`src/rtl/johnson_seq_ctrl_if.sv`:
```
// Host-side control and counter-state bundle for johnson_seq_ctrl.
// The host drives the run request and its parameters; the controller returns the counter state and handshake pulses.
interface johnson_seq_ctrl_if #(
  parameter int unsigned WIDTH      = 4,
  parameter int unsigned PRESCALE_W = 8,
  parameter int unsigned STEP_W     = 8
);
  logic                  start;
  logic                  stop;
  logic                  mode;
  logic                  dir;
  logic [PRESCALE_W-1:0] prescale;
  logic [STEP_W-1:0]     steps;
  logic [WIDTH-1:0]      q;
  logic [WIDTH-1:0]      qbar;
  logic                  busy;
  logic                  done;
  logic                  step_strobe;
  logic                  err;

  modport master (
    output start, stop, mode, dir, prescale, steps,
    input  q, qbar, busy, done, step_strobe, err
  );

  modport slave (
    input  start, stop, mode, dir, prescale, steps,
    output q, qbar, busy, done, step_strobe, err
  );
endinterface

```
`src/rtl/johnson_seq_ctrl.sv`:
```
// Run controller for a ring / Johnson shift-register counter.
// Supports a prescaled step rate, counted or continuous runs, abort, and illegal-state self-correction.
module johnson_seq_ctrl #(
  parameter int unsigned WIDTH      = 4,
  parameter int unsigned PRESCALE_W = 8,
  parameter int unsigned STEP_W     = 8
) (
  input  logic               clk,
  input  logic               rst_n,
  johnson_seq_ctrl_if.slave  bus
);

  localparam logic [0:0]       S_IDLE    = 1'b0;
  localparam logic [0:0]       S_RUN     = 1'b1;
  localparam logic [WIDTH-1:0] RING_SEED = {1'b1, {(WIDTH-1){1'b0}}};

  logic [0:0]            state_q, state_d;
  logic [WIDTH-1:0]      q_q, q_d;
  logic [PRESCALE_W-1:0] pcnt_q, pcnt_d;
  logic [PRESCALE_W-1:0] presc_q, presc_d;
  logic [STEP_W-1:0]     scnt_q, scnt_d;
  logic [STEP_W-1:0]     steps_q, steps_d;
  logic                  mode_q, mode_d;
  logic                  dir_q, dir_d;
  logic                  busy_q, busy_d;
  logic                  done_q, done_d;
  logic                  strobe_q, strobe_d;
  logic                  err_q, err_d;

  function automatic logic [WIDTH-1:0] seed_of(input logic m);
    return m ? '0 : RING_SEED;
  endfunction

  // Johnson feeds back the inverted end bit; ring feeds it back unchanged.
  function automatic logic [WIDTH-1:0] shift_of(input logic m, input logic d,
                                                input logic [WIDTH-1:0] v);
    logic [WIDTH-1:0] r;
    if (!d) r = {(m ? ~v[0] : v[0]), v[WIDTH-1:1]};
    else    r = {v[WIDTH-2:0], (m ? ~v[WIDTH-1] : v[WIDTH-1])};
    return r;
  endfunction

  function automatic logic legal_of(input logic m, input logic [WIDTH-1:0] v);
    int unsigned ones;
    int unsigned flips;
    ones  = 0;
    flips = 0;
    for (int i = 0; i < int'(WIDTH); i++) begin
      ones  = ones + 32'(v[i]);
      flips = flips + 32'(v[i] ^ v[(i + 1) % int'(WIDTH)]);
    end
    return m ? ((flips == 0) || (flips == 2)) : (ones == 1);
  endfunction

  // Next-state and registered-output logic.
  always_comb begin
    logic step_c;
    logic last_c;
    state_d  = state_q;
    q_d      = q_q;
    pcnt_d   = pcnt_q;
    presc_d  = presc_q;
    scnt_d   = scnt_q;
    steps_d  = steps_q;
    mode_d   = mode_q;
    dir_d    = dir_q;
    done_d   = 1'b0;
    strobe_d = 1'b0;
    err_d    = 1'b0;
    step_c   = 1'b0;
    last_c   = 1'b0;
    case (state_q)
      S_IDLE: begin
        if (bus.start && !bus.stop) begin
          mode_d  = bus.mode;
          dir_d   = bus.dir;
          presc_d = bus.prescale;
          steps_d = bus.steps;
          q_d     = seed_of(bus.mode);
          pcnt_d  = '0;
          scnt_d  = '0;
          state_d = S_RUN;
        end
      end
      S_RUN: begin
        step_c = (pcnt_q == presc_q);
        pcnt_d = step_c ? '0 : pcnt_q + PRESCALE_W'(1);
        if (step_c) begin
          strobe_d = 1'b1;
          if (legal_of(mode_q, q_q)) begin
            q_d = shift_of(mode_q, dir_q, q_q);
          end else begin
            q_d   = seed_of(mode_q);
            err_d = 1'b1;
          end
          if (steps_q != '0) begin
            scnt_d = scnt_q + STEP_W'(1);
            last_c = (scnt_d == steps_q);
          end
        end
        // Completion outranks a coincident abort so done still pulses.
        if (last_c) begin
          state_d = S_IDLE;
          done_d  = 1'b1;
        end else if (bus.stop) begin
          state_d = S_IDLE;
          pcnt_d  = '0;
        end
      end
      default: state_d = S_IDLE;
    endcase
    busy_d = (state_d == S_RUN);
  end

  always_ff @(posedge clk or negedge rst_n) begin
    if (!rst_n) begin
      state_q  <= S_IDLE;
      q_q      <= '0;
      pcnt_q   <= '0;
      presc_q  <= '0;
      scnt_q   <= '0;
      steps_q  <= '0;
      mode_q   <= 1'b0;
      dir_q    <= 1'b0;
      busy_q   <= 1'b0;
      done_q   <= 1'b0;
      strobe_q <= 1'b0;
      err_q    <= 1'b0;
    end else begin
      state_q  <= state_d;
      q_q      <= q_d;
      pcnt_q   <= pcnt_d;
      presc_q  <= presc_d;
      scnt_q   <= scnt_d;
      steps_q  <= steps_d;
      mode_q   <= mode_d;
      dir_q    <= dir_d;
      busy_q   <= busy_d;
      done_q   <= done_d;
      strobe_q <= strobe_d;
      err_q    <= err_d;
    end
  end

  assign bus.q           = q_q;
  assign bus.qbar        = ~q_q;
  assign bus.busy        = busy_q;
  assign bus.done        = done_q;
  assign bus.step_strobe = strobe_q;
  assign bus.err         = err_q;

endmodule

```
`src/flat_wrapper.sv`:
```
// flat-port wrapper written by rule: the top's interface ports become plain ports
module johnson_seq_ctrl_flat 
#(
  parameter int unsigned WIDTH      = 4,
  parameter int unsigned PRESCALE_W = 8,
  parameter int unsigned STEP_W     = 8
)
  (clk, rst_n, bus_start, bus_stop, bus_mode, bus_dir, bus_prescale, bus_steps, bus_q, bus_qbar, bus_busy, bus_done, bus_step_strobe, bus_err);
  johnson_seq_ctrl_if #(.WIDTH(WIDTH), .PRESCALE_W(PRESCALE_W), .STEP_W(STEP_W)) bus_i ();
  input  logic clk;
  input  logic rst_n;
  input wire logic [$bits(bus_i.start)-1:0] bus_start;
  input wire logic [$bits(bus_i.stop)-1:0] bus_stop;
  input wire logic [$bits(bus_i.mode)-1:0] bus_mode;
  input wire logic [$bits(bus_i.dir)-1:0] bus_dir;
  input wire logic [$bits(bus_i.prescale)-1:0] bus_prescale;
  input wire logic [$bits(bus_i.steps)-1:0] bus_steps;
  output wire logic [$bits(bus_i.q)-1:0] bus_q;
  output wire logic [$bits(bus_i.qbar)-1:0] bus_qbar;
  output wire logic [$bits(bus_i.busy)-1:0] bus_busy;
  output wire logic [$bits(bus_i.done)-1:0] bus_done;
  output wire logic [$bits(bus_i.step_strobe)-1:0] bus_step_strobe;
  output wire logic [$bits(bus_i.err)-1:0] bus_err;
  assign bus_i.start = bus_start;
  assign bus_i.stop = bus_stop;
  assign bus_i.mode = bus_mode;
  assign bus_i.dir = bus_dir;
  assign bus_i.prescale = bus_prescale;
  assign bus_i.steps = bus_steps;
  assign bus_q = bus_i.q;
  assign bus_qbar = bus_i.qbar;
  assign bus_busy = bus_i.busy;
  assign bus_done = bus_i.done;
  assign bus_step_strobe = bus_i.step_strobe;
  assign bus_err = bus_i.err;
  johnson_seq_ctrl #(.WIDTH(WIDTH), .PRESCALE_W(PRESCALE_W), .STEP_W(STEP_W)) u_core (.clk(clk), .rst_n(rst_n), .bus(bus_i));
endmodule
```
`config.mk`:
```
export PLATFORM = sky130hd
export DESIGN_NAME = johnson_seq_ctrl_flat
export DESIGN_NICKNAME = d
export VERILOG_FILES = /design/src/rtl/johnson_seq_ctrl_if.sv /design/src/rtl/johnson_seq_ctrl.sv /design/src/flat_wrapper.sv
export SDC_FILE = /design/constraint.sdc
export NUM_CORES = 1
export LEC_CHECK = 0
export BUFFER_PORTS_ARGS = -buffer_cell sky130_fd_sc_hd__buf_2
export CORE_MARGIN = 1
export CORE_UTILIZATION = 60
export DETAILED_ROUTE_END_ITERATION = 10
export PLACE_DENSITY = 0.83
export SYNTH_ARGS = -nofsm -noshare
export SYNTH_HDL_FRONTEND = slang
export SYNTH_SLANG_ARGS = --single-unit
export TNS_END_PERCENT = 10
```
`constraint.sdc`:
```
create_clock -name clk -period 4.3 [get_ports clk]
set_input_delay 0.645 -clock clk [delete_from_list [all_inputs] [get_ports clk]]
set_output_delay 0.645 -clock clk [all_outputs]
set_load 0.1 [all_outputs]
```
Word level (Yosys, flattened, before mapping)

Cells that the tools add are included.

Bits in registers: 42
Bits in latches: 0
RAM bits: 0
Bits in read-only memories: 0
Input port bits: 22
Output and inout bits: 12
Logic and storage cells: 74
Memories: 0

$add $sub $neg: 8
Multiply operators: 0
Divide/modulo/power cells: 0
$lt $le $gt $ge: 0
Eq/ne operators: 7
Shift-type cells: 0
Multiplexer cells: 32
Bitwise logic cells: 8
Reduce and logical (&&, ||, !) cells: 8

Operator list:

| operator                                              | count |
|---|---|
| adder 32 bit                                          | 3 |
| adder 32 x 1 -> 32 bit                                | 2 |
| two-way mux 8 bit                                     | 6 |
| equality test 32 x 1 -> 1 bit, second input constant  | 1 |
| equality test 32 x 2 -> 1 bit, second input constant  | 1 |
| zero test 32 bit                                      | 1 |
| case mux 8 bit (2 select lines)                       | 2 |
| two-way mux 4 bit                                     | 6 |
| adder 8 x 1 -> 8 bit, second input constant           | 2 |
| equality test 8 bit                                   | 2 |
| two-way mux 1 bit                                     | 16 |
| case mux 4 bit (2 select lines)                       | 1 |
| nonzero test 8 bit                                    | 1 |
| inequality test 2 bit, second input constant          | 2 |
| inverter 4 bit                                        | 1 |
| AND reduction 2 bit                                   | 2 |
| bitwise XOR 1 bit                                     | 4 |
| inverter 1 bit                                        | 3 |
| AND reduction 3 bit                                   | 1 |
| adder 1 x 1 -> 2 bit                                  | 1 |
| inequality test 2 x 1 -> 1 bit, second input constant | 1 |
| case mux 1 bit (2 select lines)                       | 1 |
| logical AND 1 bit                                     | 1 |
| zero test 1 bit                                       | 1 |
| logical OR 1 bit                                      | 1 |

Longest topological paths before layout

Gate-level depths: netlist of run 1.

Depth after elaboration: 10
Depth in mapped cells: 9
Gate-level depth less buffers: 9

Least setup slack after synthesis of run 1

No wires, ideal clock.

Path kind: register -> register
Start: register u_core.q_q[2], in the netlist u_core.bus.q[2]
End: register u_core.q_q[0], in the netlist u_core.bus.q[0]
Setup time: 0.078 ns
Data arrival time: 3.245 ns
Required time: 4.222 ns
Setup slack: 0.977 ns
Cell stages (with the launch flop): 9
Path buffers: 0
Period minus slack after synthesis: 3.323 ns
Path through: dfrtp_1 -> inv_1 -> fa_1 -> inv_1 -> ha_1 -> nor3_1 -> mux2_2 -> o211ai_1 -> o21ai_1

Longest elaborated chain between the ends: 10
Elaborated cells on any way between the ends: 15
Classes of those cells: add/sub (5); eq/ne (2); mux (4); bitwise (2); reduce/logical (2)

RTL lines:

| what                                                              | line                    | RTL |
|---|---|---|
| start, declared                                                   | johnson_seq_ctrl.sv:18  | `logic [WIDTH-1:0] q_q, q_d;` |
| start signal, assigned                                            | johnson_seq_ctrl.sv:131 | `q_q <= q_d;` |
| bitwise XOR 1 bit                                                 | johnson_seq_ctrl.sv:50  | `flips = flips + 32'(v[i] ^ v[(i + 1) % int'(WIDTH)]);` |
| adder 32 bit (3 in series)                                        | johnson_seq_ctrl.sv:50  |  |
| equality test 32 x 2 -> 1 bit or zero test 32 bit (tied branches) | johnson_seq_ctrl.sv:52  | `return m ? ((flips == 0) \|\| (flips == 2)) : (ones == 1);` |
| logical OR 1 bit                                                  | johnson_seq_ctrl.sv:52  |  |
| two-way mux 1 bit *                                               | johnson_seq_ctrl.sv:52  |  |
| two-way mux 4 bit *                                               | johnson_seq_ctrl.sv:90  | `if (legal_of(mode_q, q_q)) begin` |
| two-way mux 4 bit *                                               | johnson_seq_ctrl.sv:88  | `if (step_c) begin` |
| case mux 4 bit (2 select lines) *                                 | johnson_seq_ctrl.sv:72  | `case (state_q)` |

Every way passes the cells marked *; elsewhere a longest branch is shown, timed or not. The select of a mux whose other input is x is not followed.
A chain may end at the register's enable or synchronous reset.

Final worst setup path of run 1

Start: register u_core.q_q[0], in the netlist u_core.bus.q[0]
End: register u_core.q_q[0], in the netlist u_core.bus.q[0]

The elaborated chain is that of the path after synthesis.

==> summary by stage, run 1 <==
Pwr
Of the total power, combinational logic draws 0.256. Of the total power, the share spent switching nets is 0.358. The analysis attributes to net switching a power of 361 uW.

In this run the static leakage power is 1.29 nW. Power spread over the standard cell area amounts to 374 nW/um2. The internal power is 645 uW.

The highest ir drop seen on vdd is approximately 0.00038 V. The proportion of power drawn by flip-flops and latches is 0.478. The overall power after layout is 1.01 mW.

The share of total power in the clock network is 0.266.

STA
On the final layout, the worst hold slack is around 0.48 ns. The share of the clock period used by the worst path after layout is 0.555. The remaining max-slew budget at the tightest pin is 0.244. On the final layout, the worst clock skew is 0.00904 ns. The number of setup violations in the final report is 0. The time the final worst path needs with I/O delays and setup is about 2.4 ns. The final hold violation count is 0. The number of pins with negative max-slew slack in the final report is 0. The transition time of the tightest slew-check pin is approximately 1.1 ns.

The maximum clock rate is 419 MHz. Setup repair after global routing left no endpoint under its margin. The setup TNS is 0 ns.

Critical path
The startpoint of the lowest-slack register-to-register path is u_core.bus.q[0]$_DFFE_PN0P_. The terminus of the critical flop-to-flop path is u_core.bus.q[0]$_DFFE_PN0P_. Of all nets on the critical path, the largest fanout is 9. The critical path starts at u_core.bus.q[0]$_DFFE_PN0P_. Across all register-to-register paths, the minimum setup slack is 1.92 ns. The end point of the critical path is u_core.bus.q[0]$_DFFE_PN0P_. The critical path in this run is classified as reg2reg.

The critical path goes through ha_1 > inv_1 > fa_1 > inv_1 > ha_1 > nor3_1 > mux2_2 > o211ai_1 > o21ai_1. The worst-case reg-to-reg path depth is 9. The critical path capture point type is a flop. The cell type of the slowest stage on the worst timing path is dfrtp_1. The data arrival at the endpoint of the critical path is between 2 and 3 ns.

STA classifies the critical path startpoint as a flop. The critical path data required time is 4.52 ns. On the worst path, the slowest cell contributes a delay of about 0.5 ns.

Die
The number of ports placed on the die boundary is 34. For this configuration, the core starts out at a cell density of 0.643. The total core area is 3740 um2. From left edge to right edge, the die measures 65.3 um. The area enclosed by the die boundary is 4270 um2. In this run the vertical extent of the chip is 65.3 um. The floorplan has 22 rows.

Global routing
Entering global routing, the biggest net connects 43 pins. The initial antenna violation count is 0. The total global routing track utilization is 0.272.

The total congestion overflow is 0. The first global-routing pass estimated 8.63 mm of wire. The number of global-route vias before repair is 1855.

Finish
Across the whole layout, storage elements account for 1050 um2. The number of standard cells in the final layout excluding fillers is 338. Leaving out fill and tap cells, the most frequent cell in the layout is nand2_1. The fraction of final layout cells with drive strength greater than 1 is 0.210. The multi-input combinational cells in the finished layout cover a total of 1260 um2. Leaving out fill and tap cells, the most frequent cells in the layout are nand2_1, dfrtp_1, buf_2.

The final core utilization is 0.718. Compared with the post-synthesis result, the final layout area differs by 11.6%. The number of antenna diodes in the final layout is 0.

Fill cells in the final layout number 298. For this run, the post-layout net count is 317.

CTS
The source-to-sink clock delay at the later pin of the worst-skew pair is 0.30 ns. The number of hold buffers added after cts is 0. The clock-pin transition on the worst setup and hold timing paths is 0.08 ns.

The CTS H-tree depth is 2. After clock tree synthesis, the repair step resized 0 gates. The number of post-CTS setup repair buffers is 0. TritonCTS built the clock tree.

The maximum clock insertion buffer count is 2. The total clock buffers created by CTS is 5. The number of clock sinks is between 40 and 50. CTS placed an instance of clkbuf_8 at the clock tree root.

Place
Summed over all nets, the half-perimeter wirelength after detailed placement is 3.55 mm. In this run, placement finished with an instance count of 330. The placer congestion estimate is about 0.84. During placement, the flow inserted port buffers numbering 33.

Logic synthesis
The count of cell types in the netlist is just under 50. By area the synthesized netlist is led by dfrtp_1, nand2_1, xor2_1. The Yosys step of the flow raised 0 warnings. In the synthesized netlist the dominant register cell turns out to be dfrtp_1. The flip-flop and latch count after synthesis is 42. The number of enable flip-flop cells after synthesis is 0. The synthesized netlist occupies a cell area of 2410 um2.

The biggest area contributor in the post-synthesis netlist is dfrtp_1. The total nets after synthesis is 287. Dividing the synthesized area by the synthesized cell count gives 9.29 um2. The sequential element share of the synthesized area is 0.437. For this run, asynchronously set or reset flops after synthesis account for 1.00.

The post-synthesis cell count is approximately 260. The fraction of post-synthesis cell area in the top cell type by area is 0.437.

Route
The number of routed nets with antenna violations is 0. In the routed design, unresolved DRC markers number 0. The length of the first detailed-routing pass in iterations is 4. The wire length per cell after detailed routing is 14.9 um. The total wire length is a little over 5 mm. The via count is 1969. The first-iteration detailed-routing DRC count is 124. The routed via count divided by cell count is around 6.

Run status
The run finished with clean final reports.

Flow run
The count of maximum capacitance violations is 0.

Hold path
In this run the worst hold path is classified as in2async.
==> registers in the layout, summed over array words and instances, names as in the netlist, 4 cells and up <==
register        flops
u_core.bus.q        4
u_core.pcnt_q       8
u_core.steps_q      8
u_core.scnt_q       8
u_core.presc_q      8
==> metal layers <==
metal  vias up  global-route usage  part of all wire  routed length, um
met1       939               0.364              0.46               2310
met3         7              0.0694             0.050                255
li1        966                   -                 -                  -
met2        57               0.437              0.48               2450
met5         -                   0                 0                  0
met4         0              0.0761            0.0083                 42
==> cells in the mapped netlist, types with 3 or more instances <==
cell / count
nand3b_1: 3
clkbuf_1: 8
xnor2_1: 8
xor2_1: 14
nor3_1: 7
o31ai_2: 4
o21ai_1: 8
nor4_1: 4
o211ai_1: 7
inv_1: 11
a21oi_1: 5
dfrtp_1: 42
nand3_1: 13
a211oi_1: 4
a22o_1: 5
o21ai_0: 4
ha_1: 5
nor2_1: 5
nand2_1: 66
==> cell type report <==
type,instances,share of cell area
sequential,42,0.391
timing repair buffer,34,0.0643
multi-input combinational,194,0.470
inverter,12,0.0168
clock buffer,6,0.0307
clock inverter,2,0.00466
tap,48,0.0224
==> worst min-delay path by stage <==
stage | cells past startpoint | endpoint | slack, ns
final | 1 | u_core.scnt_q[5]$_DFFE_PN0P_ | 0.48
after global placement | 2 | u_core.presc_q[0]$_DFFE_PN0P_ | 0.49
after detailed placement | 2 | u_core.presc_q[7]$_DFFE_PN0P_ | 0.49
after floorplan | 0 | u_core.bus.done$_DFF_PN0_ | 0.35
after global routing | 3 | u_core.presc_q[7]$_DFFE_PN0P_ | 0.53
after CTS | 1 | u_core.scnt_q[5]$_DFFE_PN0P_ | 0.50
==> power by group through the flow <==
stage / logic, mW / clock network [mW] / registers (mW)
finish: 0.257 / 0.267 / 0.481
CTS: 0.259 / 0.270 / 0.480
global placement: 0.249 / 0 / 0.486
detailed placement: 0.258 / 0 / 0.488
floorplan: 0.179 / 0 / 0.502
global route: 0.286 / 0.289 / 0.486
==> worst max-delay path: cells and delay by family (launching register included) <==
family                   cells  cell delay (ns)
buffers and inverters        2             0.13
AO/OA/AOI/OAI                2             0.22
adder cells (fa/ha/maj)      3             0.92
multiplexers                 1             0.26
flip-flops                   1             0.49
AND/OR/NAND/NOR              1             0.28
==> through the flow <==
stage,instance area [um2],setup slack (ns)
after floorplan,2410,0.977
after global placement,2590,2.03
after detailed placement,2590,1.96
after CTS,2690,1.94
after global routing,2690,1.77
final,2690,1.92
==> kinds of logic after synthesis <==
kind of cell / after synthesis / synth area share
fa+ha+maj: 6 / 0.0343
simple gates: 114 / 0.238
xor+xnor: 22 / 0.0801
flops: 42 / 0.437
mux: 3 / 0.0135
buf+inv: 23 / 0.0385
compound gates: 49 / 0.159
Note: power is estimated with default switching activity, not from simulation.
==> inputs of run 2 (changes only) <==
--- a/config.mk
+++ b/config.mk
@@ -5,11 +5,12 @@
 export SDC_FILE = /design/constraint.sdc
 export NUM_CORES = 1
 export LEC_CHECK = 0
+export ABC_AREA = 1
 export BUFFER_PORTS_ARGS = -buffer_cell sky130_fd_sc_hd__buf_2
 export CORE_MARGIN = 1
-export CORE_UTILIZATION = 60
+export CORE_UTILIZATION = 57
 export DETAILED_ROUTE_END_ITERATION = 10
-export PLACE_DENSITY = 0.83
+export PLACE_DENSITY = 0.8
 export SYNTH_ARGS = -nofsm -noshare
 export SYNTH_HDL_FRONTEND = slang
 export SYNTH_SLANG_ARGS = --single-unit
==> constraint.sdc (replaced) <==
create_clock -name clk -period 2.45 [get_ports clk]
set_input_delay 0.3675 -clock clk [delete_from_list [all_inputs] [get_ports clk]]
set_output_delay 0.3675 -clock clk [all_outputs]
set_load 0.1 [all_outputs]
==> summary by stage, run 2 <==
Route
The detailed-routing wirelength on met1 is 2.22 mm (was 2.31 mm). The number of routed nets with antenna violations is 0 (unchanged). The routed via count divided by cell count is 5.18 (was 5.83). The first-iteration detailed-routing DRC count is 132 (was 124). The routed length on met2 is 2.42 mm (was 2.45 mm). The via count is 2113 (was 1969). The total wire length is 4.88 mm (was 5.05 mm). The remaining routing DRC violations is 0 (unchanged). The wire length per cell after detailed routing is 12.0 um (was 14.9 um). The amount of wire on met3 after detailed routing came to 171 um (was 255 um). The length of the first detailed-routing pass in iterations was 4 (unchanged). The top routing layer in use is met4 (unchanged).

Logic synthesis
The count of cell types in the netlist is 24 (was 49). The number of enable flip-flop cells after synthesis came to 0 (unchanged). The post-synthesis cell count is 320 (was 259).

Leading post-synthesis cells by cell area: dfrtp_1, nand2_1, o21ai_0 (was dfrtp_1, nand2_1, xor2_1). The share of synthesized registers carrying an async set or reset is 1.00 (unchanged). The fraction of post-synthesis cell area in the top cell type by area was 0.447 (was 0.437). The sequential element share of the synthesized area is 0.447 (was 0.437).

The warning count from the yosys run was 0 (unchanged). The total nets after synthesis was 348 (was 287). The netlist area before placement was 2350 um2 (was 2410 um2). The flip-flop and latch count after synthesis was 42 (unchanged).

The post-synthesis average cell area is 7.35 um2 (was 9.29 um2). The library cell with the largest summed area after synthesis is dfrtp_1 (unchanged). The most frequently used cell type in the post-synthesis netlist was nand2_1 (unchanged). The main flop type after synthesis is dfrtp_1 (unchanged). Most frequent cells after synthesis: nand2_1, inv_1, dfrtp_1 (was nand2_1, dfrtp_1, xor2_1).

Die
The total core area is 3800 um2 (was 3740 um2). The number of rows in the core area came to 22 (unchanged). The starting density of the core is 0.619 (was 0.643). The area enclosed by the die boundary is 4390 um2 (was 4270 um2).

The die span in x came to 66.2 um (was 65.3 um). The number of ports placed on the die boundary is 34 (unchanged). The y dimension of the die is 66.2 um (was 65.3 um).

Place
The HPWL after detailed placement is 3.72 mm (was 3.55 mm). The quantity of I/O buffers inserted on ports is 33 (unchanged). The placer congestion estimate is 0.849 (was 0.837). The placement-stage worst setup slack is 0.271 ns (was 1.96 ns).

Pwr
The power share of the combinational group is 0.267 (was 0.256). The switching component of the power came to 650 uW (was 361 uW). The total power density per cell area is 690 nW/um2 (was 374 nW/um2). The total leakage power was 1.38 nW (was 1.29 nW). The switching fraction of total power came to 0.348 (was 0.358). The highest ir drop seen on vdd is 0.000499 V (was 0.000380 V). The internal power is 1.22 mW (was 645 uW). The proportion of power drawn by flip-flops and latches came to 0.450 (was 0.478). The share of total power in the clock network came to 0.283 (was 0.266).

Critical path
The critical path data required time came to 2.65 ns (was 4.52 ns). The startpoint of the lowest-slack register-to-register path is u_core.bus.q[0]$_DFFE_PN0P_ (unchanged). The startpoint class of the critical path is a flop (unchanged). The critical path capture point type is a flop (unchanged).

The critical setup path kind was reg2reg (unchanged). The maximum fanout along the worst path is 6 (was 9). The data arrival at the endpoint of the critical path came to 2.41 ns (was 2.61 ns). The launch point of the critical path is u_core.bus.q[0]$_DFFE_PN0P_ (unchanged).

Finish
The area used by sequential logic in the layout is 1060 um2 (was 1050 um2). The total number of nets in the final design is 387 (was 317). The most common library cell in the layout ignoring fill and taps is nand2_1 (unchanged). The area occupied by multi-input gates was 1110 um2 (was 1260 um2). The fraction of final layout cells with drive strength greater than 1 is 0.158 (was 0.210).

Commonest non-fill, non-tap cells in the layout: nand2_1, inv_1, dfrtp_1 (was nand2_1, dfrtp_1, buf_2). The final core utilization was 0.713 (was 0.718). The layout overhead on the synthesized area came to 15.2% (was 11.6%). The number of diodes came to 0 (unchanged). The number of fill cells is 333 (was 298).

CTS
The number of post-CTS setup repair buffers is 0 (unchanged). The source-to-sink clock delay at the later pin of the worst-skew pair is 0.29 ns (was 0.30 ns). The number of instances resized during post-cts repair came to 0 (unchanged).

The number of clock sinks is 42 (unchanged). The total clock buffers created by CTS was 5 (unchanged). The maximum clock insertion buffer count is 2 (unchanged). The CTS tree is built (unchanged). The number of hold buffers added after cts came to 0 (unchanged).

The clock-pin transition on the worst setup and hold timing paths is 0.08 ns (about the same). The clock root buffer master is clkbuf_8 (unchanged). The CTS H-tree depth is 2 (unchanged).

Global routing
The number of global-route vias before repair is 1961 (was 1855). The total congestion overflow came to 0 (unchanged). The total global routing track utilization was 0.257 (was 0.272).

The largest net degree at the start of global routing is 38 (was 43). The global-route wire length before repair is 8.36 mm (was 8.63 mm). The initial antenna violation count is 0 (unchanged).

STA
The transition time of the tightest slew-check pin is 0.613 ns (was 1.13 ns). The number of pins with negative max-slew slack in the final report is 0 (unchanged). The share of the clock period used by the worst path after layout was 0.899 (was 0.555).

Setup repair after global routing missed its margin: no (unchanged). The setup TNS is 0 ns (unchanged). The worst setup margin came to 0.247 ns (was 1.92 ns). The maximum clock rate is 454 MHz (was 419 MHz). The time the final worst path needs with I/O delays and setup is 2.20 ns (was 2.38 ns). The worst hold slack after final layout came to 0.0769 ns (was 0.476 ns).

The number of setup violations in the final report came to 0 (unchanged). The remaining max-slew budget at the tightest pin came to 0.591 (was 0.244). The final hold violation count is 0 (unchanged). The final clock skew is 0.00885 ns (was 0.00904 ns).

Run status
Run status: finished clean (unchanged).

Hold path
The worst min-delay path class was in2async (unchanged).

Flow run
The count of maximum capacitance violations is 0 (unchanged).
## run 2: cell types whose count changed after synthesis, sizes merged, moves of 6 or more
cell / before / now
nor4: 6 / 0
inv: 12 / 48
xor2: 14 / 7
nor2: 5 / 30
o21ai: 12 / 37
clkbuf: 8 / 2
o22ai: 0 / 10
nand2: 67 / 111
o211ai: 8 / 0
xnor2: 8 / 1
## run 2: metal layers
| metal | vias to the layer above | GRT usage |
|---|---|---|
| met2 | 34 | 0.429 |
| met1 | 988 | 0.328 |
| li1 | 1082 | - |
| met3 | 9 | 0.0569 |
| met5 | - | 0 |
| met4 | 0 | 0.0851 |
## run 2: worst paths after layout
path	endpoint	slack, ns	cells past startpoint
min reg2reg	u_core.scnt_q[1]$_DFFE_PN0P_	0.52	2
min	u_core.steps_q[1]$_DFFE_PN0P_	0.08	1
max	u_core.bus.q[2]$_DFFE_PN0P_	0.25	10
max in group asynchronous	u_core.scnt_q[4]$_DFFE_PN0P_	1.80	2
max reg2reg	u_core.bus.q[2]$_DFFE_PN0P_	0.25	10
min in group clk	u_core.steps_q[2]$_DFFE_PN0P_	0.28	3
## run 2: per-stage QoR
stage	instances	power (mW)	instance area (um2)
after CTS	408	1.89	2710
after detailed placement	400	1.35	2600
final	408	1.87	2710
after floorplan	320	1.22	2370
after global placement	400	1.34	2600
after global routing	408	1.99	2710
## run 2: cells by family (layout without fill, tap and decap cells)
logic type | Yosys count | count (layout) | share of synthesized area
flip-flops | 42 | 42 | 0.447
buffers and inverters | 52 | 92 | 0.0835
adder cells (fa/ha/maj) | 6 | 6 | 0.0351
AO/OA/AOI/OAI | 50 | 50 | 0.119
AND/OR/NAND/NOR | 162 | 162 | 0.286
XOR/XNOR | 8 | 8 | 0.0298
## run 2: power by group through the flow
stage                     registers (mW)  logic (mW)  clock network (mW)
after global placement             0.848       0.490                   0
after detailed placement           0.851       0.502                   0
after global routing               0.853       0.558               0.574
final                              0.842       0.500               0.528
after floorplan                    0.907       0.318                   0
after CTS                          0.840       0.504               0.546
## run 2: critical path: stages (launching register included)
cell and delay (ns):
dfrtp_1 0.44, ha_1 0.33, inv_1 0.06, fa_2 0.37, inv_1 0.06, ha_1 0.21
nor3_1 0.13, nor2_1 0.07, a21oi_1 0.17, nand2_1 0.14, o22ai_1 0.13
## run 2: cell type report
type,instances,share of cell area
multi-input cells,226,0.410
flip-flops and latches,42,0.391
repair buffers,36,0.0693
inverters,48,0.0693
clock buffers,7,0.0282
well taps,48,0.0222
clock inverters,1,0.0111
